### config.mk
export PLATFORM = sky130hd
export DESIGN_NAME = pc_sequencer
export DESIGN_NICKNAME = d
export VERILOG_FILES = /design/src/rtl/pc_sequencer.sv
export SDC_FILE = /design/constraint.sdc
export NUM_CORES = 1
export LEC_CHECK = 0
export CORE_UTILIZATION = 35
export CTS_CLUSTER_SIZE = 24
export DETAILED_ROUTE_END_ITERATION = 12
export GPL_TIMING_DRIVEN = 0
export PLACE_DENSITY = 0.7
export SYNTH_ARGS = -nofsm -noshare
export SYNTH_HDL_FRONTEND = slang
export SYNTH_SLANG_ARGS = --single-unit
### constraint.sdc
create_clock -name CLK -period 3.1 [get_ports CLK]
set_clock_uncertainty 0.15 [all_clocks]
set_input_delay 0.775 -clock CLK [delete_from_list [all_inputs] [get_ports CLK]]
set_output_delay 0.775 -clock CLK [all_outputs]
set_load 0.02 [all_outputs]
### src/rtl/pc_sequencer.sv
// Fetch-stage program counter with prioritised redirect selection and a
// circular return-address stack so JR $31 resolves at fetch.
module pc_sequencer #(
    parameter int unsigned           WORD_W    = 32,
    parameter logic [WORD_W-1:0]     PC_RESET  = '0,
    parameter logic [WORD_W-1:0]     PC_INC    = WORD_W'(4),
    parameter int unsigned           RAS_DEPTH = 4
) (
    input  logic                          CLK,
    input  logic                          RST,
    input  logic                          pcWEN,
    input  logic                          flush_en,
    input  logic [WORD_W-1:0]             flush_target,
    input  logic                          ret_en,
    input  logic [WORD_W-1:0]             ret_fallback,
    input  logic                          jump_en,
    input  logic [WORD_W-1:0]             jump_target,
    input  logic                          call_en,
    input  logic                          branch_en,
    input  logic [WORD_W-1:0]             branch_target,
    output logic [WORD_W-1:0]             pc_out,
    output logic [WORD_W-1:0]             pc_plus,
    output logic [$clog2(RAS_DEPTH):0]    ras_count,
    output logic                          ras_ovf
);

    localparam int unsigned PTR_W = $clog2(RAS_DEPTH);
    localparam int unsigned CNT_W = PTR_W + 1;

    logic [WORD_W-1:0] pc_q, pc_d;
    logic [PTR_W-1:0]  ptr_q, ptr_d;
    logic [CNT_W-1:0]  cnt_q, cnt_d;
    logic              ovf_q, ovf_d;
    logic [WORD_W-1:0] ras_mem_q [RAS_DEPTH];

    logic              push;
    logic              ras_empty;
    logic              ras_full;
    logic [PTR_W-1:0]  top_idx;

    assign pc_plus   = pc_q + PC_INC;
    assign pc_out    = pc_q;
    assign ras_count = cnt_q;
    assign ras_ovf   = ovf_q;

    assign ras_empty = (cnt_q == '0);
    assign ras_full  = (cnt_q == CNT_W'(RAS_DEPTH));
    assign top_idx   = ptr_q - PTR_W'(1);

    // Next-PC selection and stack bookkeeping; flush overrides the stall.
    always_comb begin
        pc_d  = pc_q;
        ptr_d = ptr_q;
        cnt_d = cnt_q;
        ovf_d = ovf_q;
        push  = 1'b0;
        if (flush_en) begin
            pc_d  = flush_target;
            ptr_d = '0;
            cnt_d = '0;
        end else if (pcWEN) begin
            if (ret_en) begin
                if (!ras_empty) begin
                    pc_d  = ras_mem_q[top_idx];
                    ptr_d = top_idx;
                    cnt_d = cnt_q - CNT_W'(1);
                end else begin
                    pc_d = ret_fallback;
                end
            end else if (jump_en) begin
                pc_d = jump_target;
                if (call_en) begin
                    push  = 1'b1;
                    ptr_d = ptr_q + PTR_W'(1);
                    // A full stack keeps its count; the oldest slot is reused.
                    if (ras_full) begin
                        ovf_d = 1'b1;
                    end else begin
                        cnt_d = cnt_q + CNT_W'(1);
                    end
                end
            end else if (branch_en) begin
                pc_d = branch_target;
            end else begin
                pc_d = pc_plus;
            end
        end
    end

    always_ff @(posedge CLK or posedge RST) begin
        if (RST) begin
            pc_q  <= PC_RESET;
            ptr_q <= '0;
            cnt_q <= '0;
            ovf_q <= 1'b0;
        end else begin
            pc_q  <= pc_d;
            ptr_q <= ptr_d;
            cnt_q <= cnt_d;
            ovf_q <= ovf_d;
        end
    end

    // Stack storage is never read before being written, so it has no reset.
    always_ff @(posedge CLK) begin
        if (push) begin
            ras_mem_q[ptr_q] <= pc_plus;
        end
    end

endmodule

==> metrics.yaml <==
critical_path:
  worstPathMaxFanout: 5
  timing.setup.critical_path_class: "reg -> out"
  cp_data_required_time_ps: 2170
  crit_path_end_kind: "output port"
  timing.critical_path.arrival_ps: 2420
  critical_path.startpoint_type: "flop"
  worst-r2r-setup-slack_ps: 110
synth:
  synthArstFlopShare_pct: 22.9
  synthesis.area_per_instance_um2: 12.7
  yosys.area_share.simple_pct: 13.2
  largest_family_of_logic_cells_by_synthesized_area: "compound AO/OA/AOI/OAI gates"
  synth_compound_gate_area_share_pct: 14.4
  synth.cell_area_mm2: 0.00853
  synth.ff_latch_count: 166
  synthesis.yosys.warnings: 0
  number_of_enable_type_register_cells_in_the_synthesized_netlist: 128
  synth.lib_cells_used.distinct: 70
  synth.net_count: 814
  yosysSeqAreaShare_pct: 56.2
  multiplexer_share_of_the_synthesized_area_pct: 8.94
  cell_count_after_synthesis: 672
  synthAdderAreaFrac_pct: 0.968
  synth-main-ff-cell: "edfxtp_1"
  synthXorXnorAreaFrac_pct: 2.87
cts:
  tritoncts: "done"
  cts_hold_buffers: 0
  clock_sinks: 166
  cts-htree-levels: 4
  cts_inserted_buffers: 17
  clk_latency_ps: 430
  ctsRootBufferMaster: "clkbuf_16"
  cts_max_path_buffers: 2
  worst_setup_hold_path_clk_slew_ps: 70
floorplan:
  initial_core_util_pct: 36.0
  die-height_um: 158
  num_io_pins: 204
  floorplan_row_count: 56
  die_w_um: 158
  dieArea_mm2: 0.0250
  core_area_mm2: 0.0237
grt:
  grtUsageTotal_pct: 26.2
  via_count_of_the_first_global_routing_pass: 7548
  largest_net_degree_at_the_start_of_global_routing: 33
  grt_first_pass_wirelength_um: 46400
  grt_antenna_before_repair: 0
  grt.overflow.total: 0
power:
  p_per_area_mw_per_mm2: 627
  ir_drop_v: 0.000357
  p_leak_nw: 4.62
  power.total_w: 0.00788
sta:
  timing.final.setup_violations: 15
  fin_hold_ws_ps: 345
  period_share_pct: 108
  rsz0062_at_grt: "true"
  worst_pin_slew_ps: 1040
  fin_crit_ps: 3350
  fmax_mhz: 299
  final_hold_viol_count: 0
  relSlewSlack_pct: 30.8
  timing_max_transition_violations_final: 0
  final_critical_path_setup_slack_ps: -245
placed_design:
  io_buffer_count: 200
  postPlaceCellArea_mm2: 0.0110
  place.gp.congestion: 0.893
  dp_slack_ps: -1430
  place.detailed.hpwl_um: 21900
final_layout:
  drive_gt1_share_pct: 27.7
  layout.filler_cells: 2021
  final_nets: 1099
  post-route-util_pct: 53.1
  layout.cell_area.non_filler_mm2: 0.0126
  diodes: 0
  syn_to_final_growth_pct: 47.3
outcome:
  violations: "negative setup slack"
  status: "finished with violations"
route:
  vias: 7743
  drtIter0Drc: 1087
  avgViaCountPerCell: 6.01
  avgRoutedWirePerCell_um: 25.8
  dr_drc_count: 0
  first_pass_iters: 6
  routed_wl_um: 33200
  ant_nets: 0
job:
  cap_violations: 0
worst_hold_path:
  hp-class: "reg -> reg"
-- metrics by stage --
step           TNS (ps)  cells
2_1_floorplan         0    672
3_3_place_gp    -217850   1191
3_5_place_dp    -214790   1192
4_1_cts           -1350   1265
5_1_grt           -2900   1289
6_report          -1660   1289
-- timing repair --
| item | 4_1_cts | 5_1_grt |
|---|---|---|
| resized for setup | 184 | 62 |
| hold endpoints to repair | 0 | 0 |
| gates cloned | 0 | 4 |
| pin swaps | 29 | 20 |
| setup endpoints to repair | 189 | 168 |
| setup buffers | 44 | 20 |
-- synthesized netlist by cell type, drive strengths merged (7+ instances only) --
cell    count  area, um^2
a211oi     10        80.1
a21oi      22         110
a222oi     14         140
a22oi      11        82.6
a31oi      13        81.3
and2        7        43.8
and3        8        51.3
buf        20         109
clkbuf     32         121
dfrtp      38         951
edfxtp    128        3840
inv        15        56.3
mux4       32         721
nand2      43         161
nand2b     16         100
nand3      26         130
nand4      16         115
nor2       38         143
nor3       10        76.3
nor4        8        86.3
o21a       10        75.1
o21ai      25         125
o22ai       7        43.8
xnor2      20         175
xor2        8        70.1
-- critical path, cell delays in order, from the launching register on --
cell and delay [ps]:
dfrtp_2 410, ha_4 170, nand2_4 80, or4_4 590, nor4_4 350, xor2_2 230
buf_6 150
-- power breakdown --
group	leakage, nW	switching, W	internal, W
combinational	2.78	0.00158	0.00142
sequential	1.58	0.000233	0.00264
clock	0.265	0.000915	0.00108
-- placed cells by master, fill, tap and decap left out, drive strengths merged, types with 10 or more instances in the layout --
master         netlist  final
o21ai               25     25
clkbuf              32     53
nand3               26     26
clkdlybuf4s50        0    172
and2                 7     11
a211oi              10     10
nand2               43     43
a22oi               11     11
a222oi              14     14
edfxtp             128    128
buf                 20    104
xnor2               20     20
o21a                10     10
dfrtp               38     38
nand2b              16     16
inv                 15     19
nor3                10     10
mux4                32     32
a31oi               13     13
a21oi               22     22
nand4               16     16
nor2                38     38
-- cell type report --
class                      count  area (um^2)  share of cell area (%)
multi-input combinational    443         3920                    31.2
buffer                        49          329                    2.62
inverter                      15         56.3                   0.448
clock buffer                  20          457                    3.63
tap                          319          399                    3.18
clock inverter                12         93.8                   0.747
sequential                   166         4810                    38.3
timing repair buffer         265         2500                    19.9
-- final timing paths --
kind	startpoint	endpoint	cells after the start
hold / removal	ras_ovf	ras_ovf	1
setup / recovery	pc_out[3]	pc_plus[28]	6
min in group asynchronous	RST	pc_out[22]	2
hold reg to reg	ras_ovf	ras_ovf	1
max in group asynchronous	RST	pc_out[10]	3
setup reg to reg	ptr_q[0]	pc_out[20]	10
-- registers in the layout, summed over array words and instances, names as in the netlist --
name and cells:
ptr_q 2, ras_ovf 1, pc_out 32, ras_count 3, ras_mem_q 128
-- cell families after synthesis --
kind of cell | Yosys count
AO/OA/AOI/OAI | 168
XOR/XNOR | 28
adder cells (fa/ha/maj) | 6
buffers and inverters | 67
flip-flops | 166
multiplexers | 36
AND/OR/NAND/NOR | 201
-- routing by layer --
metal | track usage (%) | vias up | part of all wire (%)
li1 | - | 3245 | -
met1 | 33.8 | 3767 | 37
met2 | 40.4 | 608 | 46
met3 | 6.84 | 123 | 12
met4 | 13.7 | 0 | 4.7
met5 | 0 | - | 0
Power figures use the tool's default switching activity.
